$ cat src/rtl/mc_ctrl_pkg.sv
// Shared constants for the multi-cycle MIPS controller: ALU encodings, opcodes,
// funct codes, FSM state encodings, datapath mux selects and the instruction class.
package mc_ctrl_pkg;

  // ALU operation encoding, must match the ALU.
  localparam logic [2:0] ALU_AND  = 3'b000;
  localparam logic [2:0] ALU_OR   = 3'b001;
  localparam logic [2:0] ALU_ADD  = 3'b010;
  localparam logic [2:0] ALU_LUI  = 3'b011;
  localparam logic [2:0] ALU_SLL  = 3'b100;
  localparam logic [2:0] ALU_SLTU = 3'b101;
  localparam logic [2:0] ALU_SUB  = 3'b110;
  localparam logic [2:0] ALU_SLT  = 3'b111;

  localparam logic [5:0] OP_RTYPE = 6'h00;
  localparam logic [5:0] OP_J     = 6'h02;
  localparam logic [5:0] OP_JAL   = 6'h03;
  localparam logic [5:0] OP_BEQ   = 6'h04;
  localparam logic [5:0] OP_BNE   = 6'h05;
  localparam logic [5:0] OP_ADDIU = 6'h09;
  localparam logic [5:0] OP_SLTIU = 6'h0B;
  localparam logic [5:0] OP_ANDI  = 6'h0C;
  localparam logic [5:0] OP_ORI   = 6'h0D;
  localparam logic [5:0] OP_LUI   = 6'h0F;
  localparam logic [5:0] OP_LW    = 6'h23;
  localparam logic [5:0] OP_SW    = 6'h2B;

  localparam logic [5:0] FN_SLL  = 6'h00;
  localparam logic [5:0] FN_JR   = 6'h08;
  localparam logic [5:0] FN_ADDU = 6'h21;
  localparam logic [5:0] FN_SUBU = 6'h23;
  localparam logic [5:0] FN_AND  = 6'h24;
  localparam logic [5:0] FN_OR   = 6'h25;
  localparam logic [5:0] FN_SLT  = 6'h2A;
  localparam logic [5:0] FN_SLTU = 6'h2B;

  localparam logic [2:0] ST_IF   = 3'd0;
  localparam logic [2:0] ST_ID   = 3'd1;
  localparam logic [2:0] ST_EX   = 3'd2;
  localparam logic [2:0] ST_MEM  = 3'd3;
  localparam logic [2:0] ST_WB   = 3'd4;
  localparam logic [2:0] ST_HALT = 3'd5;

  localparam logic [1:0] PC_SRC_ALU    = 2'd0;
  localparam logic [1:0] PC_SRC_ALUOUT = 2'd1;
  localparam logic [1:0] PC_SRC_JUMP   = 2'd2;
  localparam logic [1:0] PC_SRC_RS     = 2'd3;

  localparam logic [1:0] SRCA_PC    = 2'd0;
  localparam logic [1:0] SRCA_RS    = 2'd1;
  localparam logic [1:0] SRCA_SHAMT = 2'd2;

  localparam logic [2:0] SRCB_RT       = 3'd0;
  localparam logic [2:0] SRCB_FOUR     = 3'd1;
  localparam logic [2:0] SRCB_SIMM     = 3'd2;
  localparam logic [2:0] SRCB_SIMM_SH2 = 3'd3;
  localparam logic [2:0] SRCB_ZIMM     = 3'd4;

  localparam logic [1:0] DST_RT = 2'd0;
  localparam logic [1:0] DST_RD = 2'd1;
  localparam logic [1:0] DST_RA = 2'd2;

  localparam logic [1:0] WB_ALU = 2'd0;
  localparam logic [1:0] WB_MEM = 2'd1;
  localparam logic [1:0] WB_PC  = 2'd2;

  typedef enum logic [3:0] {
    CLS_RALU,
    CLS_IALU,
    CLS_LW,
    CLS_SW,
    CLS_BEQ,
    CLS_BNE,
    CLS_J,
    CLS_JAL,
    CLS_JR,
    CLS_ILL
  } inst_class_t;

endpackage

$ cat src/rtl/mc_ctrl_fsm_if.sv
// Controller <-> datapath/memory bundle. master = controller (issuing end),
// slave = datapath and memories. Acks are same-cycle: a request is accepted on
// any cycle where req and its ack are both high, with no ready/valid pipelining.
interface mc_ctrl_fsm_if;
  import mc_ctrl_pkg::*;

  logic [5:0] ir_op;
  logic [5:0] ir_funct;
  logic       alu_zero;
  logic       inst_ack;
  logic       data_ack;
  logic       inst_req;
  logic       data_req;
  logic       data_wr;
  logic       ir_we;
  logic       pc_we;
  logic [1:0] pc_src;
  logic [2:0] alu_op;
  logic [1:0] alu_src_a;
  logic [2:0] alu_src_b;
  logic       reg_we;
  logic [1:0] reg_dst;
  logic [1:0] wb_src;
  logic       illegal_inst;
  logic       mem_err;

  modport master (
    input  ir_op, ir_funct, alu_zero, inst_ack, data_ack,
    output inst_req, data_req, data_wr, ir_we, pc_we, pc_src, alu_op,
           alu_src_a, alu_src_b, reg_we, reg_dst, wb_src, illegal_inst, mem_err
  );

  modport slave (
    output ir_op, ir_funct, alu_zero, inst_ack, data_ack,
    input  inst_req, data_req, data_wr, ir_we, pc_we, pc_src, alu_op,
           alu_src_a, alu_src_b, reg_we, reg_dst, wb_src, illegal_inst, mem_err
  );

endinterface

$ cat src/rtl/mc_ctrl_decode.sv
// Purely combinational instruction decoder: op/funct to instruction class plus
// the execute-stage ALU op and operand selects.
module mc_ctrl_decode
  import mc_ctrl_pkg::*;
(
  input  logic [5:0]  op,
  input  logic [5:0]  funct,
  output inst_class_t cls,
  output logic [2:0]  alu_op,
  output logic [1:0]  alu_src_a,
  output logic [2:0]  alu_src_b,
  output logic        illegal
);

  always_comb begin
    cls       = CLS_ILL;
    alu_op    = ALU_AND;
    alu_src_a = SRCA_PC;
    alu_src_b = SRCB_RT;
    case (op)
      OP_RTYPE: begin
        cls       = CLS_RALU;
        alu_src_a = SRCA_RS;
        alu_src_b = SRCB_RT;
        case (funct)
          FN_ADDU: alu_op = ALU_ADD;
          FN_SUBU: alu_op = ALU_SUB;
          FN_AND:  alu_op = ALU_AND;
          FN_OR:   alu_op = ALU_OR;
          FN_SLT:  alu_op = ALU_SLT;
          FN_SLTU: alu_op = ALU_SLTU;
          FN_SLL: begin
            alu_op    = ALU_SLL;
            alu_src_a = SRCA_SHAMT;
          end
          FN_JR: begin
            // jr only redirects the PC; the ALU is left idle.
            cls       = CLS_JR;
            alu_src_a = SRCA_PC;
          end
          default: begin
            cls       = CLS_ILL;
            alu_src_a = SRCA_PC;
          end
        endcase
      end
      OP_ADDIU: begin cls = CLS_IALU; alu_op = ALU_ADD;  alu_src_a = SRCA_RS; alu_src_b = SRCB_SIMM; end
      OP_SLTIU: begin cls = CLS_IALU; alu_op = ALU_SLTU; alu_src_a = SRCA_RS; alu_src_b = SRCB_SIMM; end
      OP_ANDI:  begin cls = CLS_IALU; alu_op = ALU_AND;  alu_src_a = SRCA_RS; alu_src_b = SRCB_ZIMM; end
      OP_ORI:   begin cls = CLS_IALU; alu_op = ALU_OR;   alu_src_a = SRCA_RS; alu_src_b = SRCB_ZIMM; end
      OP_LUI:   begin cls = CLS_IALU; alu_op = ALU_LUI;  alu_src_a = SRCA_RS; alu_src_b = SRCB_ZIMM; end
      OP_LW:    begin cls = CLS_LW;   alu_op = ALU_ADD;  alu_src_a = SRCA_RS; alu_src_b = SRCB_SIMM; end
      OP_SW:    begin cls = CLS_SW;   alu_op = ALU_ADD;  alu_src_a = SRCA_RS; alu_src_b = SRCB_SIMM; end
      OP_BEQ:   begin cls = CLS_BEQ;  alu_op = ALU_SUB;  alu_src_a = SRCA_RS; alu_src_b = SRCB_RT;   end
      OP_BNE:   begin cls = CLS_BNE;  alu_op = ALU_SUB;  alu_src_a = SRCA_RS; alu_src_b = SRCB_RT;   end
      OP_J:     cls = CLS_J;
      OP_JAL:   cls = CLS_JAL;
      default:  cls = CLS_ILL;
    endcase
  end

  assign illegal = (cls == CLS_ILL);

endmodule

$ cat src/rtl/mc_ctrl_fsm.sv
// Multi-cycle MIPS control FSM (IF/ID/EX/MEM/WB/HALT) with variable-latency
// memory handshakes and a sticky wait-cycle timeout that parks the FSM in HALT.
module mc_ctrl_fsm
  import mc_ctrl_pkg::*;
#(
  parameter int TIMEOUT_CYCLES = 255,
  parameter int CNT_W          = 8
) (
  input  logic                clk,
  input  logic                rst,
  mc_ctrl_fsm_if.master       bus,
  output logic [2:0]          state_dbg
);

  localparam logic [CNT_W-1:0] TIMEOUT_LAST = CNT_W'(TIMEOUT_CYCLES - 1);

  logic [2:0]       state;
  logic [2:0]       state_nxt;
  logic [CNT_W-1:0] wait_cnt;
  logic             mem_err_q;
  logic             timeout;
  logic             waiting;

  inst_class_t cls;
  logic [2:0]  dec_alu_op;
  logic [1:0]  dec_src_a;
  logic [2:0]  dec_src_b;
  logic        dec_illegal;

  logic       inst_req_c, data_req_c, data_wr_c, ir_we_c, pc_we_c, reg_we_c, illegal_c;
  logic [1:0] pc_src_c, alu_src_a_c, reg_dst_c, wb_src_c;
  logic [2:0] alu_op_c, alu_src_b_c;

  mc_ctrl_decode u_decode (
    .op        (bus.ir_op),
    .funct     (bus.ir_funct),
    .cls       (cls),
    .alu_op    (dec_alu_op),
    .alu_src_a (dec_src_a),
    .alu_src_b (dec_src_b),
    .illegal   (dec_illegal)
  );

  always_comb begin
    state_nxt   = state;
    timeout     = 1'b0;
    inst_req_c  = 1'b0;
    data_req_c  = 1'b0;
    data_wr_c   = 1'b0;
    ir_we_c     = 1'b0;
    pc_we_c     = 1'b0;
    reg_we_c    = 1'b0;
    illegal_c   = 1'b0;
    pc_src_c    = PC_SRC_ALU;
    alu_src_a_c = SRCA_PC;
    alu_src_b_c = SRCB_RT;
    alu_op_c    = ALU_AND;
    reg_dst_c   = DST_RT;
    wb_src_c    = WB_ALU;
    case (state)
      ST_IF: begin
        inst_req_c  = 1'b1;
        alu_src_a_c = SRCA_PC;
        alu_src_b_c = SRCB_FOUR;
        alu_op_c    = ALU_ADD;
        // An ack in the final allowed cycle still wins over the timeout.
        if (bus.inst_ack) begin
          ir_we_c   = 1'b1;
          pc_we_c   = 1'b1;
          pc_src_c  = PC_SRC_ALU;
          state_nxt = ST_ID;
        end else if (wait_cnt == TIMEOUT_LAST) begin
          timeout   = 1'b1;
          state_nxt = ST_HALT;
        end
      end
      ST_ID: begin
        alu_src_a_c = SRCA_PC;
        alu_src_b_c = SRCB_SIMM_SH2;
        alu_op_c    = ALU_ADD;
        case (cls)
          CLS_J: begin
            pc_we_c   = 1'b1;
            pc_src_c  = PC_SRC_JUMP;
            state_nxt = ST_IF;
          end
          CLS_JAL: begin
            pc_we_c   = 1'b1;
            pc_src_c  = PC_SRC_JUMP;
            reg_we_c  = 1'b1;
            reg_dst_c = DST_RA;
            wb_src_c  = WB_PC;
            state_nxt = ST_IF;
          end
          default: begin
            if (dec_illegal) begin
              illegal_c = 1'b1;
              state_nxt = ST_IF;
            end else begin
              state_nxt = ST_EX;
            end
          end
        endcase
      end
      ST_EX: begin
        alu_op_c    = dec_alu_op;
        alu_src_a_c = dec_src_a;
        alu_src_b_c = dec_src_b;
        case (cls)
          CLS_RALU, CLS_IALU: state_nxt = ST_WB;
          CLS_LW, CLS_SW:     state_nxt = ST_MEM;
          CLS_BEQ: begin
            pc_src_c  = PC_SRC_ALUOUT;
            pc_we_c   = bus.alu_zero;
            state_nxt = ST_IF;
          end
          CLS_BNE: begin
            pc_src_c  = PC_SRC_ALUOUT;
            pc_we_c   = ~bus.alu_zero;
            state_nxt = ST_IF;
          end
          CLS_JR: begin
            pc_we_c   = 1'b1;
            pc_src_c  = PC_SRC_RS;
            state_nxt = ST_IF;
          end
          default: state_nxt = ST_IF;
        endcase
      end
      ST_MEM: begin
        data_req_c = 1'b1;
        data_wr_c  = (cls == CLS_SW);
        if (bus.data_ack) begin
          state_nxt = (cls == CLS_LW) ? ST_WB : ST_IF;
        end else if (wait_cnt == TIMEOUT_LAST) begin
          timeout   = 1'b1;
          state_nxt = ST_HALT;
        end
      end
      ST_WB: begin
        reg_we_c  = 1'b1;
        reg_dst_c = (bus.ir_op == OP_RTYPE) ? DST_RD : DST_RT;
        wb_src_c  = (cls == CLS_LW) ? WB_MEM : WB_ALU;
        state_nxt = ST_IF;
      end
      ST_HALT: state_nxt = ST_HALT;
      default: state_nxt = ST_IF;
    endcase
  end

  assign waiting = (state == ST_IF) || (state == ST_MEM);

  always_ff @(posedge clk) begin
    if (rst) begin
      state     <= ST_IF;
      wait_cnt  <= '0;
      mem_err_q <= 1'b0;
    end else begin
      state <= state_nxt;
      if (timeout) begin
        mem_err_q <= 1'b1;
      end
      // Any ack moves the FSM on, so a state change also covers ack clearing.
      if (waiting && (state_nxt == state)) begin
        wait_cnt <= wait_cnt + CNT_W'(1);
      end else begin
        wait_cnt <= '0;
      end
    end
  end

  assign bus.inst_req     = inst_req_c & ~rst;
  assign bus.data_req     = data_req_c & ~rst;
  assign bus.data_wr      = data_wr_c & ~rst;
  assign bus.ir_we        = ir_we_c & ~rst;
  assign bus.pc_we        = pc_we_c & ~rst;
  assign bus.reg_we       = reg_we_c & ~rst;
  assign bus.illegal_inst = illegal_c & ~rst;
  assign bus.pc_src       = rst ? 2'd0 : pc_src_c;
  assign bus.alu_op       = rst ? 3'd0 : alu_op_c;
  assign bus.alu_src_a    = rst ? 2'd0 : alu_src_a_c;
  assign bus.alu_src_b    = rst ? 3'd0 : alu_src_b_c;
  assign bus.reg_dst      = rst ? 2'd0 : reg_dst_c;
  assign bus.wb_src       = rst ? 2'd0 : wb_src_c;
  assign bus.mem_err      = mem_err_q & ~rst;
  assign state_dbg        = rst ? 3'd0 : state;

endmodule

$ cat src/flat_wrapper.sv
// flat-port wrapper written by rule: the top's interface ports become plain ports
module mc_ctrl_fsm_flat import mc_ctrl_pkg::*;
#(
  parameter int TIMEOUT_CYCLES = 255,
  parameter int CNT_W          = 8
)
  (clk, rst, state_dbg, bus_ir_op, bus_ir_funct, bus_alu_zero, bus_inst_ack, bus_data_ack, bus_inst_req, bus_data_req, bus_data_wr, bus_ir_we, bus_pc_we, bus_pc_src, bus_alu_op, bus_alu_src_a, bus_alu_src_b, bus_reg_we, bus_reg_dst, bus_wb_src, bus_illegal_inst, bus_mem_err);
  mc_ctrl_fsm_if bus_i ();
  input  logic clk;
  input  logic rst;
  output logic [2:0] state_dbg;
  input wire logic [$bits(bus_i.ir_op)-1:0] bus_ir_op;
  input wire logic [$bits(bus_i.ir_funct)-1:0] bus_ir_funct;
  input wire logic [$bits(bus_i.alu_zero)-1:0] bus_alu_zero;
  input wire logic [$bits(bus_i.inst_ack)-1:0] bus_inst_ack;
  input wire logic [$bits(bus_i.data_ack)-1:0] bus_data_ack;
  output wire logic [$bits(bus_i.inst_req)-1:0] bus_inst_req;
  output wire logic [$bits(bus_i.data_req)-1:0] bus_data_req;
  output wire logic [$bits(bus_i.data_wr)-1:0] bus_data_wr;
  output wire logic [$bits(bus_i.ir_we)-1:0] bus_ir_we;
  output wire logic [$bits(bus_i.pc_we)-1:0] bus_pc_we;
  output wire logic [$bits(bus_i.pc_src)-1:0] bus_pc_src;
  output wire logic [$bits(bus_i.alu_op)-1:0] bus_alu_op;
  output wire logic [$bits(bus_i.alu_src_a)-1:0] bus_alu_src_a;
  output wire logic [$bits(bus_i.alu_src_b)-1:0] bus_alu_src_b;
  output wire logic [$bits(bus_i.reg_we)-1:0] bus_reg_we;
  output wire logic [$bits(bus_i.reg_dst)-1:0] bus_reg_dst;
  output wire logic [$bits(bus_i.wb_src)-1:0] bus_wb_src;
  output wire logic [$bits(bus_i.illegal_inst)-1:0] bus_illegal_inst;
  output wire logic [$bits(bus_i.mem_err)-1:0] bus_mem_err;
  assign bus_i.ir_op = bus_ir_op;
  assign bus_i.ir_funct = bus_ir_funct;
  assign bus_i.alu_zero = bus_alu_zero;
  assign bus_i.inst_ack = bus_inst_ack;
  assign bus_i.data_ack = bus_data_ack;
  assign bus_inst_req = bus_i.inst_req;
  assign bus_data_req = bus_i.data_req;
  assign bus_data_wr = bus_i.data_wr;
  assign bus_ir_we = bus_i.ir_we;
  assign bus_pc_we = bus_i.pc_we;
  assign bus_pc_src = bus_i.pc_src;
  assign bus_alu_op = bus_i.alu_op;
  assign bus_alu_src_a = bus_i.alu_src_a;
  assign bus_alu_src_b = bus_i.alu_src_b;
  assign bus_reg_we = bus_i.reg_we;
  assign bus_reg_dst = bus_i.reg_dst;
  assign bus_wb_src = bus_i.wb_src;
  assign bus_illegal_inst = bus_i.illegal_inst;
  assign bus_mem_err = bus_i.mem_err;
  mc_ctrl_fsm #(.TIMEOUT_CYCLES(TIMEOUT_CYCLES), .CNT_W(CNT_W)) u_core (.clk(clk), .rst(rst), .bus(bus_i), .state_dbg(state_dbg));
endmodule
$ cat config.mk
export PLATFORM = sky130hd
export DESIGN_NAME = mc_ctrl_fsm_flat
export DESIGN_NICKNAME = d
export VERILOG_FILES = /design/src/rtl/mc_ctrl_pkg.sv /design/src/rtl/mc_ctrl_fsm_if.sv /design/src/rtl/mc_ctrl_decode.sv /design/src/rtl/mc_ctrl_fsm.sv /design/src/flat_wrapper.sv
export SDC_FILE = /design/constraint.sdc
export NUM_CORES = 1
export LEC_CHECK = 0
export BUFFER_PORTS_ARGS = -buffer_cell sky130_fd_sc_hd__buf_2
export CORE_MARGIN = 2
export CORE_UTILIZATION = 50
export DETAILED_ROUTE_END_ITERATION = 8
export PLACE_DENSITY = 0.78
export SKIP_CTS_REPAIR_TIMING = 1
export SLEW_MARGIN = 0
export SYNTH_ARGS = -nofsm -noshare
export SYNTH_HDL_FRONTEND = slang
export SYNTH_HIERARCHICAL = 1
export SYNTH_SLANG_ARGS = --single-unit
$ cat constraint.sdc
create_clock -name clk -period 4.8 [get_ports clk]
set_input_delay 0.72 -clock clk [delete_from_list [all_inputs] [get_ports clk]]
set_output_delay 0.72 -clock clk [all_outputs]
set_load 0.005 [all_outputs]
==> metrics.log, run 1 <==
[metrics] run status: finished clean
[metrics] final weighted congestion of routability-driven global placement: 0.840
[metrics] clk slew on worst S/H paths: 0.07 ns
[metrics] vias in the first global route: 1280
[metrics] global route hottest layer: met2
[metrics] portion of total power attributed to combinational logic: 0.299
[metrics] total power draw: 238 uW
[metrics] Flop pwr share: 0.445
[metrics] number of antenna violations at the first check in global routing: 0
[metrics] Post-synth ARST share: 0
[metrics] number of buffers inserted during clock tree synthesis: 3
[metrics] HPWL after detailed placement: 2500 um
[metrics] total number of vias: 1577
[metrics] Clk pwr share: 0.256
[metrics] total DRC errors in the routed layout: 0
[metrics] PwrDens: 144 nW/um^2
[metrics] Setup violations, final: 0
[metrics] Worst Path Required: 4.08 ns
[metrics] Synth area leader: sky130_fd_sc_hd__dfxtp_1
[metrics] combined area of all synthesized cells: 1430 sq um
[metrics] maximum single-stage delay on the critical path: 0.45 ns
[metrics] count of flip-flops with a built-in enable after synthesis: 0
[metrics] starting DRC count in detailed routing: 85
[metrics] CTS tree: done
[metrics] Longest Clk Path Bufs: 2
[metrics] remaining global-route overflow: 0
[metrics] number of instances in the placed design: 265
[metrics] Distinct cells, synth: 56
[metrics] area enclosed by the die boundary: 3310 sq um
[metrics] die span in y: 57.5 um
[metrics] post-layout minimum cycle time: 3.58 ns
[metrics] reported net switching power: 78.8 uW
[metrics] total internal power: 159 uW
[metrics] switching portion of total power: 0.332
[metrics] instance count of the mapped netlist: 205
[metrics] synthesis-stage register bit count: 12
[metrics] most instantiated cells after synthesis: sky130_fd_sc_hd__nor2_1, sky130_fd_sc_hd__nor3_1, sky130_fd_sc_hd__nand2_1, sky130_fd_sc_hd__dfxtp_1, sky130_fd_sc_hd__nor2b_1
[metrics] htree depth: 1
[metrics] highest fanout seen on the critical path: 7
[metrics] die width: 57.5 um
[metrics] core footprint: 2730 sq um
[metrics] number of hold-slack violations in the final timing report: 0
[metrics] cells taking the most area after synthesis: sky130_fd_sc_hd__dfxtp_1, sky130_fd_sc_hd__nor3_1, sky130_fd_sc_hd__nor2_1
[metrics] top-area cell type share of the netlist area: 0.168
[metrics] clock latency on the worst-skew pair: 0.27 ns
[metrics] Highest Clock Rate: 0.279 GHz
[metrics] Nets: 258
[metrics] Main synth FF type: sky130_fd_sc_hd__dfxtp_1
[metrics] ant diodes: 0
[metrics] share of the clock period used by the worst path: 0.746
[metrics] GR Util met2: 0.315
[metrics] master cell of the clock root buffer: sky130_fd_sc_hd__clkbuf_4
[metrics] met3 Use GR: 0.0249
[metrics] routed vias/inst: 5.88
[metrics] Initial DRT Pass Iterations: 4
[metrics] row cnt: 19
[metrics] critical path, cell by cell: buf_2 -> nor4_1 -> nand2_1 -> a31oi_1 -> nand2_1 -> nand3b_1 -> or3_1 -> nor3b_1 -> buf_2
[metrics] Mean Syn Cell Area: 6.99 sq um
[metrics] layout overhead on the synthesized area: 15.1%
[metrics] remaining max-slew budget at the tightest pin: 0.603
[metrics] static leakage: 0.000667 uW
[metrics] wire length of the first global-routing pass: 5600 um
[metrics] synthesized net count: 224
[metrics] WL/cell: 12.5 um
[metrics] ANT nets after route: 0
[metrics] number of top-level pins: 42
[metrics] IR drop worst, VDD: 0.161 mV
[metrics] fill cell total of the finished layout: 264
[metrics] Worst Clk Skew: 0.00164 ns
[metrics] CTS Sinks: 12
[metrics] crit path max-delay cell type: sky130_fd_sc_hd__nor4_1
[metrics] max-capacitance violation count: 0
[metrics] count of non-filler cells in the finished layout: 268
[metrics] met1 Resource Use GR: 0.301
[metrics] Least-Margin Pin Slew: 0.590 ns
[metrics] CP startpoint kind: input port
[metrics] Final Max Slew Viols: 0
[metrics] DRT Wirelength: 3350 um
[metrics] most numerous cell in the Yosys netlist: sky130_fd_sc_hd__nor2_1
[metrics] class of the most critical hold timing path: reg -> reg
[metrics] Crit. End Element: output pin
[metrics] maximum number of pins on one net before global-route repair: 18
[metrics] share of cells above drive strength 1: 0.245
[metrics] accumulated negative setup slack: 0 ns
[metrics] initial core utilization: 0.524
[metrics] RSZ-0062 raised after global routing: false
[metrics] sequential area share after synthesis: 0.168
[metrics] data arrival time at the worst-slack endpoint: 2.86 ns
[metrics] warning count from the yosys run: 6
[metrics] Crit Path Class: in -> out
[metrics] overall fraction of global-route tracks in use: 0.211
[metrics] IO buf count: 41
[flip-flops by register name, indices dropped and copies added, names as in the netlist]
signal            cells
u_core/wait_cnt       8
u_core/state          3
u_core/mem_err_q      1
[cell families after synthesis]
family                   Yosys count  synth area share
adder cells (fa/ha/maj)            2            0.0175
XOR/XNOR                           6            0.0367
flip-flops                        12             0.168
other                              1           0.00262
AO/OA/AOI/OAI                     47             0.240
AND/OR/NAND/NOR                  115             0.458
buffers and inverters             19            0.0559
multiplexers                       3            0.0218
[cells in the final DEF (no fill, tap or decap), types with 3 or more instances in the layout]
cell and instances:
sky130_fd_sc_hd__nor2_1 20, sky130_fd_sc_hd__xor2_1 3, sky130_fd_sc_hd__nand2_1 14, sky130_fd_sc_hd__o21ai_0 10
sky130_fd_sc_hd__and2_1 5, sky130_fd_sc_hd__a31oi_1 4, sky130_fd_sc_hd__a21oi_1 10, sky130_fd_sc_hd__nor2b_1 12
sky130_fd_sc_hd__nand2b_1 7, sky130_fd_sc_hd__nor3_1 19, sky130_fd_sc_hd__nor4_1 4, sky130_fd_sc_hd__inv_1 6
sky130_fd_sc_hd__or2_2 4, sky130_fd_sc_hd__dfxtp_1 12, sky130_fd_sc_hd__clkbuf_4 3, sky130_fd_sc_hd__buf_2 41
sky130_fd_sc_hd__xnor2_1 3, sky130_fd_sc_hd__and3_1 3, sky130_fd_sc_hd__nand3b_1 6, sky130_fd_sc_hd__nand3_1 4
sky130_fd_sc_hd__o211ai_1 3
[metal layers]
layer	vias to the layer above	share of wire
met5	-	0
met4	0	0.019
met3	6	0.033
met2	33	0.47
met1	721	0.48
li1	817	-
[final timing paths]
| kind | endpoint | startpoint | depth (start not counted) | slack [ns] |
|---|---|---|---|---|
| worst min register to register | u_core/mem_err_q | u_core/mem_err_q | 2 | 0.48 |
| worst max register to register | u_core/state[2] | u_core/state[1] | 4 | 3.10 |
| worst min-delay path | u_core/mem_err_q | u_core/mem_err_q | 2 | 0.48 |
| worst max-delay path | bus_reg_dst[1] | bus_ir_funct[0] | 9 | 1.22 |
[power groups by stage]
stage	Clock [uW]	Sequential, uW	Combinational [uW]
final	60.8	106	71.0
after global routing	68.9	106	79.8
after CTS	66.2	106	70.7
after detailed placement	0	108	70.6
after global placement	0	108	70.3
after floorplan	0	106	49.6
[layout make-up]
cell class	count	area [sq um]	area share
well taps	31	38.8	0.0235
clock buffers	3	22.5	0.0137
flip-flops and latches	12	240	0.146
multi-input cells	174	1110	0.675
inverters	6	22.5	0.0137
repair buffers	42	213	0.129
[critical path: cells and delay by family]
family                 cells  cell delay [ns]
AO/OA/AOI/OAI              1             0.24
AND/OR/NAND/NOR            6             1.60
buffers and inverters      2             0.29
[through the flow]
| stage | instance area [sq um] | setup WS [ns] | utilization | hold WS (ns) |
|---|---|---|---|---|
| after floorplan | 1430 | 1.34 | - | 0.439 |
| after CTS | 1650 | 1.22 | 0.603 | 0.480 |
| after detailed placement | 1630 | 1.25 | 0.595 | 0.470 |
| after global placement | 1630 | 1.31 | 0.595 | 0.452 |
| final | 1650 | 1.22 | 0.603 | 0.481 |
| after global routing | 1650 | 0.950 | 0.603 | 0.511 |
Power figures use the tool's default switching activity.
==> run 2: changes to the inputs <==
--- a/config.mk
+++ b/config.mk
@@ -7,9 +7,9 @@
 export LEC_CHECK = 0
 export BUFFER_PORTS_ARGS = -buffer_cell sky130_fd_sc_hd__buf_2
 export CORE_MARGIN = 2
-export CORE_UTILIZATION = 50
+export CORE_UTILIZATION = 47
 export DETAILED_ROUTE_END_ITERATION = 8
-export PLACE_DENSITY = 0.78
+export PLACE_DENSITY = 0.76
 export SKIP_CTS_REPAIR_TIMING = 1
 export SLEW_MARGIN = 0
 export SYNTH_ARGS = -nofsm -noshare
==> constraint.sdc (replaced) <==
create_clock -name clk -period 2.87 [get_ports clk]
set_input_delay 0.4305 -clock clk [delete_from_list [all_inputs] [get_ports clk]]
set_output_delay 0.4305 -clock clk [all_outputs]
set_load 0.005 [all_outputs]
==> run 2 against run 1 <==
Compared with the run above:
- cell area increased by 5.4%
- worst setup slack lost 1.1 ns
- clock power is 120% higher
- sequential cell count stayed put
- utilization decreased by 2.0 points
- first-iteration DRC count rose by 18%
- wire length is 5.7% higher
- global-route usage fell by 0.78 points
- final cell count rose by 3.7%
- via count is 2.2% higher
- power up 85%
==> metrics.log, run 2 (synthesized netlist as in run 1, its figures left out) <==
[metrics] final weighted congestion of routability-driven global placement: 0.853
[metrics] Worst Clk Skew: 0.000768 ns
[metrics] Nets: 265
[metrics] number of buffers inserted during clock tree synthesis: 3
[metrics] layout overhead on the synthesized area: 21.3%
[metrics] htree depth: 1
[metrics] PwrDens: 253 nW/um^2
[metrics] max-capacitance violation count: 0
[metrics] total power draw: 440 uW
[metrics] CP startpoint kind: input port
[metrics] Longest Clk Path Bufs: 2
[metrics] total number of vias: 1611
[metrics] initial core utilization: 0.481
[metrics] share of cells above drive strength 1: 0.286
[metrics] WL/cell: 12.7 um
[metrics] post-layout minimum cycle time: 2.74 ns
[metrics] row cnt: 20
[metrics] number of flip-flops in the largest register: 8
[metrics] buffering stage count on the worst path with inverters included: 3
[metrics] HPWL after detailed placement: 2660 um
[metrics] starting DRC count in detailed routing: 100
[metrics] Crit Path Class: in -> out
[metrics] static leakage: 0.000713 uW
[metrics] CTS Sinks: 12
[metrics] maximum number of pins on one net before global-route repair: 17
[metrics] Biggest register: u_core/wait_cnt
[metrics] vias in the first global route: 1332
[metrics] reg-to-reg slack, setup: 1.16 ns
[metrics] Final Max Slew Viols: 0
[metrics] die width: 59.2 um
[metrics] Crit. End Element: output pin
[metrics] end-of-flow core utilization: 0.584
[metrics] area enclosed by the die boundary: 3510 sq um
[metrics] IR drop worst, VDD: 0.303 mV
[metrics] DRT Wirelength: 3540 um
[metrics] Initial DRT Pass Iterations: 4
[metrics] CTS tree: done
[metrics] ANT nets after route: 0
[metrics] overall fraction of global-route tracks in use: 0.204
[metrics] accumulated negative setup slack: 0 ns
[metrics] Most Frequent Cell on Critical Path: sky130_fd_sc_hd__buf_2
[metrics] Worst Path Required: 2.44 ns
[metrics] data arrival time at the worst-slack endpoint: 2.31 ns
[metrics] clk slew on worst S/H paths: 0.07 ns
[metrics] Top Registers: u_core/wait_cnt: 8 flops, u_core/state: 3 flops, u_core/mem_err_q: 1 flops
[metrics] number of top-level pins: 42
[metrics] cell family with the largest share of critical-path delay: simple AND/OR/NAND/NOR gates
[metrics] highest fanout seen on the critical path: 6
[metrics] class of the most critical hold timing path: reg -> reg
[metrics] master cell of the clock root buffer: sky130_fd_sc_hd__clkbuf_4
[metrics] number of hold-slack violations in the final timing report: 0
[metrics] count of non-filler cells in the finished layout: 278
[metrics] RSZ-0062 raised after global routing: false
[metrics] Setup violations, final: 0
[metrics] run status: finished clean
[metrics] number of antenna violations at the first check in global routing: 0
[metrics] routed vias/inst: 5.79
[metrics] wire length of the first global-routing pass: 5630 um
[metrics] most used cells in the layout excluding fill and tap cells: sky130_fd_sc_hd__buf_2, sky130_fd_sc_hd__nor2_1, sky130_fd_sc_hd__nor3_1
[metrics] number of instances in the placed design: 274
[metrics] critical path, cell by cell: buf_2 -> nor4_2 -> nand2_1 -> a31oi_2 -> nand2_2 -> buf_4 -> or3b_1 -> nor3_1 -> buf_2
[metrics] Highest Clock Rate: 0.365 GHz
[metrics] total DRC errors in the routed layout: 0
[metrics] remaining global-route overflow: 0
[metrics] maximum single-stage delay on the critical path: 0.39 ns
[metrics] crit path max-delay cell type: sky130_fd_sc_hd__or3b_1
[metrics] clock latency on the worst-skew pair: 0.28 ns
[metrics] core footprint: 2980 sq um
[metrics] share of the clock period used by the worst path: 0.955
[metrics] IO buf count: 41
[metrics] ant diodes: 0
[metrics] most common cell after layout, fill and taps aside: sky130_fd_sc_hd__buf_2
[metrics] die span in y: 59.2 um
==> run 2: cell types whose count changed in the layout (fill, tap and decap cells not counted), sizes merged <==
cell,before,now
clkbuf,3,4
buf,42,49
==> run 2: per-layer routing <==
| metal | vias to the layer above | GRT usage | wire length (um) |
|---|---|---|---|
| li1 | 832 | - | - |
| met1 | 729 | 0.271 | 1730 |
| met2 | 43 | 0.333 | 1620 |
| met3 | 7 | 0.0240 | 121 |
| met4 | 0 | 0.0812 | 65 |
| met5 | - | 0 | 0 |
==> run 2: layout make-up <==
cell class / count / area, sq um
Tap cell: 33 / 41.3
Timing Repair Buffer: 49 / 265
Inverter: 6 / 22.5
Fill cell: 287 / 1240
Clock buffer: 4 / 36.3
Multi-Input combinational cell: 174 / 1130
Sequential cell: 12 / 240
==> run 2: worst register-to-register path: stages (launching register included) <==
cell and delay, ns:
sky130_fd_sc_hd__dfxtp_1 0.46, sky130_fd_sc_hd__or3_1 0.50, sky130_fd_sc_hd__nor4_1 0.38, sky130_fd_sc_hd__a2111oi_0 0.12
sky130_fd_sc_hd__nor3_1 0.18
==> run 2: power breakdown <==
part           switching (uW)  internal, uW  leakage [uW]
registers                7.20           170     0.0000972
logic                    74.5          52.6      0.000594
clock network            58.3          77.2     0.0000210
==> run 2: path summary, 6_finish.rpt <==
kind	start	endpoint	cells past startpoint
max	bus_ir_funct[0]	bus_wb_src[0]	9
min	u_core/mem_err_q	u_core/mem_err_q	2
max reg2reg	u_core/state[1]	u_core/state[2]	4
min reg2reg	u_core/mem_err_q	u_core/mem_err_q	2
==> run 2: stage by stage <==
stage               setup WS (ns)  cell area, sq um  hold WS [ns]
detailed placement          0.114              1690         0.483
floorplan                  0.0385              1440         0.439
global route               0.0158              1740         0.527
CTS                        0.0944              1720         0.494
finish                      0.128              1740         0.485
global placement            0.145              1690         0.452
